--- src/rtl/seg7_capture.sv ---
// Sampling decoder for a multiplexed abcdefg seven-segment bus back to BCD, with a one-entry event holder.
// Optional build macro SEG7_CAPTURE_ALT_GLYPH_EN accepts alternate glyphs for 6, 7 and 9.
module seg7_capture #(
    parameter int unsigned NDIG   = 4,
    parameter int unsigned STABLE = 4
) (
    input  logic                clk,
    input  logic                rst_n,
    input  logic [1:7]          leds,
    input  logic [NDIG-1:0]     dig_sel,
    output logic                out_valid,
    input  logic                out_ready,
    output logic [1:0]          out_idx,
    output logic [3:0]          out_bcd,
    output logic                out_err,
    output logic [4*NDIG-1:0]   digits,
    output logic                overrun,
    input  logic                ovr_clr
);

    localparam int unsigned SW      = NDIG + 7;
    localparam logic [3:0]  CNT_MAX = 4'(STABLE);
    localparam logic [3:0]  CNT_ARM = 4'(STABLE - 1);

    typedef enum logic {ST_WAIT, ST_HOLD} state_e;

    // Returns {err, bcd}; blank decodes to F without error.
    function automatic logic [4:0] decode(input logic [6:0] seg);
        logic [4:0] r;
        case (seg)
            7'b1111110: r = {1'b0, 4'd0};
            7'b0110000: r = {1'b0, 4'd1};
            7'b1101101: r = {1'b0, 4'd2};
            7'b1111001: r = {1'b0, 4'd3};
            7'b0110011: r = {1'b0, 4'd4};
            7'b1011011: r = {1'b0, 4'd5};
            7'b1011111: r = {1'b0, 4'd6};
            7'b1110000: r = {1'b0, 4'd7};
            7'b1111111: r = {1'b0, 4'd8};
            7'b1111011: r = {1'b0, 4'd9};
            7'b0000000: r = {1'b0, 4'hF};
`ifdef SEG7_CAPTURE_ALT_GLYPH_EN
            7'b0011111: r = {1'b0, 4'd6};
            7'b1110011: r = {1'b0, 4'd9};
            7'b1110010: r = {1'b0, 4'd7};
`endif
            default:    r = {1'b1, 4'hE};
        endcase
        return r;
    endfunction

    state_e              state_q, state_d;
    logic [SW-1:0]       s_reg_q, s_reg_d;
    logic [3:0]          cnt_q, cnt_d;
    logic                valid_q, valid_d;
    logic [1:0]          idx_q, idx_d;
    logic [3:0]          bcd_q, bcd_d;
    logic                err_q, err_d;
    logic [4*NDIG-1:0]   digits_q, digits_d;
    logic                ovr_q, ovr_d;

    logic [NDIG-1:0]     sel_c;
    logic                same_c;
    logic                onehot_c;
    logic                capture_c;
    logic                dec_err_c;
    logic [3:0]          dec_bcd_c;
    logic [1:0]          cap_idx_c;
    logic                ovr_set_c;

    assign sel_c = s_reg_q[SW-1:7];

    // Stability tracking, capture decision, shadow registers and output holder.
    always_comb begin
        state_d   = state_q;
        s_reg_d   = {dig_sel, leds};
        cnt_d     = cnt_q;
        valid_d   = valid_q;
        idx_d     = idx_q;
        bcd_d     = bcd_q;
        err_d     = err_q;
        digits_d  = digits_q;
        cap_idx_c = 2'd0;
        ovr_set_c = 1'b0;

        same_c   = (s_reg_d == s_reg_q);
        onehot_c = (sel_c != '0) && ((sel_c & (sel_c - NDIG'(1))) == '0);
        {dec_err_c, dec_bcd_c} = decode(s_reg_q[6:0]);

        if (!same_c)
            cnt_d = 4'd0;
        else if (cnt_q != CNT_MAX)
            cnt_d = cnt_q + 4'd1;

        capture_c = (state_q == ST_WAIT) && same_c && (cnt_q == CNT_ARM) && onehot_c;

        case (state_q)
            ST_WAIT: if (capture_c) state_d = ST_HOLD;
            ST_HOLD: if (!same_c)   state_d = ST_WAIT;
            default:                state_d = ST_WAIT;
        endcase

        if (valid_q && out_ready)
            valid_d = 1'b0;

        if (capture_c) begin
            for (int unsigned i = 0; i < NDIG; i++) begin
                if (sel_c[i]) begin
                    cap_idx_c = 2'(i);
                    digits_d[4*i +: 4] = dec_bcd_c;
                end
            end
            // A held event that is not being accepted wins; the new one is dropped.
            if (!valid_q || out_ready) begin
                valid_d = 1'b1;
                idx_d   = cap_idx_c;
                bcd_d   = dec_bcd_c;
                err_d   = dec_err_c;
            end else begin
                ovr_set_c = 1'b1;
            end
        end

        ovr_d = ovr_set_c | (ovr_q & ~ovr_clr);
    end

    always_ff @(posedge clk or negedge rst_n) begin
        if (!rst_n) begin
            state_q  <= ST_WAIT;
            s_reg_q  <= '0;
            cnt_q    <= 4'd0;
            valid_q  <= 1'b0;
            idx_q    <= 2'd0;
            bcd_q    <= 4'd0;
            err_q    <= 1'b0;
            digits_q <= '1;
            ovr_q    <= 1'b0;
        end else begin
            state_q  <= state_d;
            s_reg_q  <= s_reg_d;
            cnt_q    <= cnt_d;
            valid_q  <= valid_d;
            idx_q    <= idx_d;
            bcd_q    <= bcd_d;
            err_q    <= err_d;
            digits_q <= digits_d;
            ovr_q    <= ovr_d;
        end
    end

    assign out_valid = valid_q;
    assign out_idx   = idx_q;
    assign out_bcd   = bcd_q;
    assign out_err   = err_q;
    assign digits    = digits_q;
    assign overrun   = ovr_q;

endmodule

--- config.mk ---
export PLATFORM = sky130hd
export DESIGN_NAME = seg7_capture
export DESIGN_NICKNAME = d
export VERILOG_FILES = /design/src/rtl/seg7_capture.sv
export SDC_FILE = /design/constraint.sdc
export NUM_CORES = 1
export LEC_CHECK = 0
export CORE_MARGIN = 2
export CORE_UTILIZATION = 45
export CTS_CLUSTER_SIZE = 28
export DETAILED_ROUTE_END_ITERATION = 7
export PLACE_DENSITY = 0.75
export SLEW_MARGIN = 20
export SYNTH_ARGS = -nofsm -noshare
export SYNTH_HDL_FRONTEND = slang
export SYNTH_SLANG_ARGS = --single-unit
--- constraint.sdc ---
create_clock -name clk -period 2.3 [get_ports clk]
set_input_delay 0.23 -clock clk [delete_from_list [all_inputs] [get_ports clk]]
set_output_delay 0.23 -clock clk [all_outputs]
set_load 0.05 [all_outputs]
## After elaboration in Yosys (flattened, before gate mapping)

Index checks and enable logic that the tools add are counted.

| word-level totals | value |
|---|---|
| flip-flop bits (word level) | 41 |
| input bits | 15 |
| output and inout bits | 25 |
| word-level logic and storage cells | 62 |

| cells by class | value |
|---|---|
| add/sub/neg operators | 2 |
| equal/unequal tests | 14 |
| multiplexer cells | 14 |
| bitwise gates (word level) | 5 |
| reduce and logical (&&, ||, !) cells | 15 |

Operator list:

| cell | number |
|---|---|
| $eq A7 B7 Y1 const B | 8 |
| $pmux W5 S11 | 1 |
| $eq A7 B6 Y1 const B | 2 |
| $eq A11 B11 Y1 | 1 |
| $reduce_and A2 Y1 | 5 |
| $mux W1 | 8 |
| $mux W4 | 2 |
| $logic_not A7 Y1 | 1 |
| $logic_and A1 B1 Y1 | 5 |
| $add A4 B1 Y4 const B | 1 |
| $and A4 B4 Y4 | 1 |
| $eq A4 B2 Y1 const B | 1 |
| $logic_not A4 Y1 | 1 |
| $mux W2 | 2 |
| $ne A4 B3 Y1 const B | 1 |
| $reduce_bool A4 Y1 | 1 |
| $sub A4 B1 Y4 const B | 1 |
| $ne A2 B1 Y1 const B | 1 |
| $not A1 Y1 | 2 |
| $pmux W1 S2 | 1 |
| $and A1 B1 Y1 | 1 |
| $logic_not A1 Y1 | 1 |
| $logic_or A1 B1 Y1 | 1 |
| $or A1 B1 Y1 | 1 |

## Logic depth before layout (Yosys ltp)

| logic depth | value |
|---|---|
| word-level depth | 7 |
| depth in mapped cells | 6 |
| gate-level depth less buffers | 6 |

## Least setup slack after synthesis

OpenSTA, ideal clock, no wires.

| path | value |
|---|---|
| path type | register -> register |
| start point | register cnt_q[0] |
| end point | register bcd_q[1], in the netlist out_bcd[1] |
| setup time | 0.128 ns |
| data arrival time | 2.054 ns |
| required time | 2.172 ns |
| setup slack | 0.119 ns |
| stages on the path, launching flop included | 7 |
| path buffers | 0 |
| period minus slack after synthesis | 2.181 ns |
| path through | dfrtp_1 > ha_1 > or4b_1 > nand4b_1 > a2111oi_4 > nand2_2 > mux2_1 |

| on the way | value |
|---|---|
| longest elaborated chain between the ends | 4 |

Ends and longest elaborated chain:

| element | RTL line | source |
|---|---|---|
| start: declaration | 54 | `logic [3:0] cnt_q, cnt_d;` |
| start signal: assignment | 141 | `cnt_q <= cnt_d;` |
| $eq A4 B2 Y1 | 95 | `capture_c = (state_q == ST_WAIT) && same_c && (cnt_q == CNT_ARM) && onehot_c;` |
| $logic_and A1 B1 Y1 (2 in series) | 95 |  |
| $reduce_and A2 Y1 (no source line) | n/a |  |
| end signal: assignment | 134 | `bcd_q <= 4'd0;` |
| end signal: assignment | 144 | `bcd_q <= bcd_d;` |
| end: declaration | 57 | `logic [3:0] bcd_q, bcd_d;` |

Every way passes these cells.
A chain may end at the register's enable or synchronous reset.

## Final worst setup path

| path | value |
|---|---|
| start point | register cnt_q[1] |
| end point | register bcd_q[1], in the netlist out_bcd[1] |

Same word-level chain as after synthesis.

==> reports/qor.csv <==
metric,value,unit
area growth from synthesis to layout,31.62,%
Hold Fails Final Rpt,0,
initial antenna violation count,0,
leakage power,1.053,nW
vias in the first global route,1417,
TritonRoute pass-1 iters,4,
Num CTS Buffers,5,
final antenna-violating net count,0,
Critical Path RT,2.48,ns
Clock Pin Slew Worst Setup and Hold Paths,0.08,ns
via/cell ratio,5.459,
worst-margin pin slew,0.8769,ns
max incr delay on CP,0.46,ns
fraction of layout cells with a size suffix above 1,26.83,%
R2R depth,7,
# diodes,0,
FP Rows,23,
nets,221,
vias,1392,
"Cell Area, Synth",0.001896,mm2
top post-synthesis cells by area,"dfrtp_1 (33%), dfstp_2 (22%), mux2_2 (12%), xnor2_1 (6.0%), nand4_1 (2.0%)",
Max VDD drop,0.3249,mV
Worst setup EP type,flip-flop,
residual DRC count,0,
H-tree depth,2,
largest net degree at the start of global routing,42,
clock sink count,41,
CTS tree,built,
Die ar.,0.004747,mm2
pre-CTS WS,-0.08874,ns
Crit Path Max Fanout,6,
Syn. warnings,0,
CP Launch Type,flip-flop,
Final Cell Area,0.002495,mm2
RSZ-0062 raised after global routing,yes,
Initial Util,47.05,%
Fillers,322,
first-pass GRT wire length,6527,um
Core ar.,0.004029,mm2
syn_nets,174,
pwr dens,563.4,mW/mm2
critical path class,reg2reg,
mean post-synth cell area,12.07,um2
Post-CTS Hold Buffers,0,
Yosys top cell area share,33.00,%
status,"finished, final reports clean",
"Async S/R FF share, synth",100.0,%
worst path arrival time,2.33,ns
Gate Count Post-Synth,157,
Die Span Y,68.90,um
min cycle time layout,2.149,ns
gp weighted congestion,0.8051,
fmax,465.4,MHz
I/O pins,40,
"Seq/Total Area, Yosys",55.18,%
Buffers on Ports,39,
GRT Residual Overflow,0,
final wirelength,3898,um
Total GRT Usage,19.11,%
deepest clock path buffer count,2,
# Max-Cap Violations,0,
DP Area,0.002344,mm2
CP max-delay cell,or4b_4,
worst path cell trace,ha_2 > or4b_4 > nand4b_1 > a2111oi_4 > buf_6 > nand2_4 > mux2_4,
number of setup violations in the final report,0,
ratio of final minimum period to clock period,93.42,%
R2R Setup Slk,0.15,ns
top_reg_cell synth,dfrtp_1,
synth unique cells,35,
Fin Clk Skew,0.01096,ns
root buffer cell,clkbuf_8,
Synth top cells by count,"dfrtp_1 (25), mux2_2 (20), dfstp_2 (16)",
routed wire length per instance,15.29,um
Final Max Slew Viols,0,
worst min path class,in2async,
Final Util,61.93,%
Worst-Skew Late Latency,0.30,ns
initial drt markers,38,
Max-slew headroom,41.54,%
"flops & latches, synth",41,
Die Wd,68.90,um
final worst setup slack,0.1514,ns
top-count cell post-synth,dfrtp_1,
Worst R2R Start,cnt_q[1],
cell taking the most area after synthesis,dfrtp_1,
reg2reg end,out_bcd[1],
dpl hpwl,2865,um
Post-synth EDFFs,0,
[flip-flops by register name (all words and copies together), names as in the netlist, 2 cells and up]
signal	flops
out_bcd	4
out_idx	2
digits	16
cnt_q	4
s_reg_q	11
[worst max-delay path: cells and delay by family, from the launching register on]
| family | cells | cell delay, ns |
|---|---|---|
| AND/OR/NAND/NOR | 3 | 0.77 |
| flip-flops | 1 | 0.36 |
| multiplexers | 1 | 0.31 |
| AO/OA/AOI/OAI | 1 | 0.23 |
| adder cells (fa/ha/maj) | 1 | 0.18 |
| buffers and inverters | 1 | 0.18 |
[per-layer routing]
metal | GRT usage, % | vias to the layer above | routed length, um
li1 | - | 654 | -
met1 | 22.86 | 692 | 1636
met2 | 31.13 | 41 | 1984
met3 | 5.032 | 5 | 201
met4 | 10.78 | 0 | 75
met5 | 0 | - | 0
[kinds of logic (layout without fill, tap and decap cells)]
kind of cell    after synthesis  count (layout)  synth area share (%)
compound gates               16              16                 6.271
xor+xnor                     13              13                 6.007
fa+ha+maj                     2               2                 1.320
buf+inv                      11              59                 2.178
flops                        41              41                 55.18
mux                          24              24                 14.06
simple gates                 50              50                 14.98
[how the worst max path moves through the flow]
stage	startpoint	to	slack, ns	depth (start not counted)
after floorplan	cnt_q[0]	out_bcd[1]	0.12	6
after global routing	cnt_q[1]	digits[9]	-0.005	7
after detailed placement	cnt_q[1]	out_bcd[1]	-0.09	6
after CTS	cnt_q[1]	out_bcd[1]	0.001	7
final	cnt_q[1]	out_bcd[1]	0.15	7
after global placement	cnt_q[1]	out_bcd[1]	0.03	6
[what timing repair did]
item | in CTS | in global routing
endpoints found under the setup margin | 23 | 23
setup buffers | 3 | 0
gates resized for setup | 3 | 3
pin swaps | 2 | 2
[stage by stage]
step	setup TNS, ns	cells	hold slack [ns]	total power, W
finish	0	255	0.04597	0.001406
global route	-0.01416	255	0.1204	0.001468
CTS	0	255	0.06981	0.001429
detailed placement	-0.7626	244	0.4043	0.0008552
global placement	0	244	0.3721	0.0008500
floorplan	0	157	-0.06559	0.0008014
[power by group]
part / total, W / internal, W / leakage (nW) / switching (W)
sequential: 0.000753 / 0.000732 / 0.478 / 0.0000207
clock: 0.000564 / 0.000322 / 0.0552 / 0.000242
combinational: 0.0000891 / 0.0000448 / 0.519 / 0.0000443
[layout by cell type (no fill, tap or decap), types with 3 or more instances in the layout]
master	netlist	layout
xnor2_1	13	13
clkdlybuf4s50_1	0	38
nor2_1	10	10
clkbuf_8	0	5
dfrtp_1	25	25
o21ai_0	5	5
a21oi_1	4	4
nand3_1	3	3
nor2b_1	3	3
nand4_1	6	6
dfstp_2	16	16
nand2_1	9	8
mux2i_1	3	3
buf_4	0	4
inv_1	7	7
mux2_2	20	20
[area by class of cell]
type	count	area, um2	share of cell area [%]
Inverter	7	26.28	1.053
Multi-Input combinational cell	105	825.8	33.10
Clock buffer	6	72.57	2.909
Sequential cell	41	1046	41.93
Clock inverter	2	35.03	1.404
Timing Repair Buffer	44	426.7	17.10
Tap cell	50	62.56	2.508
Note: power is estimated with default switching activity, not from simulation.
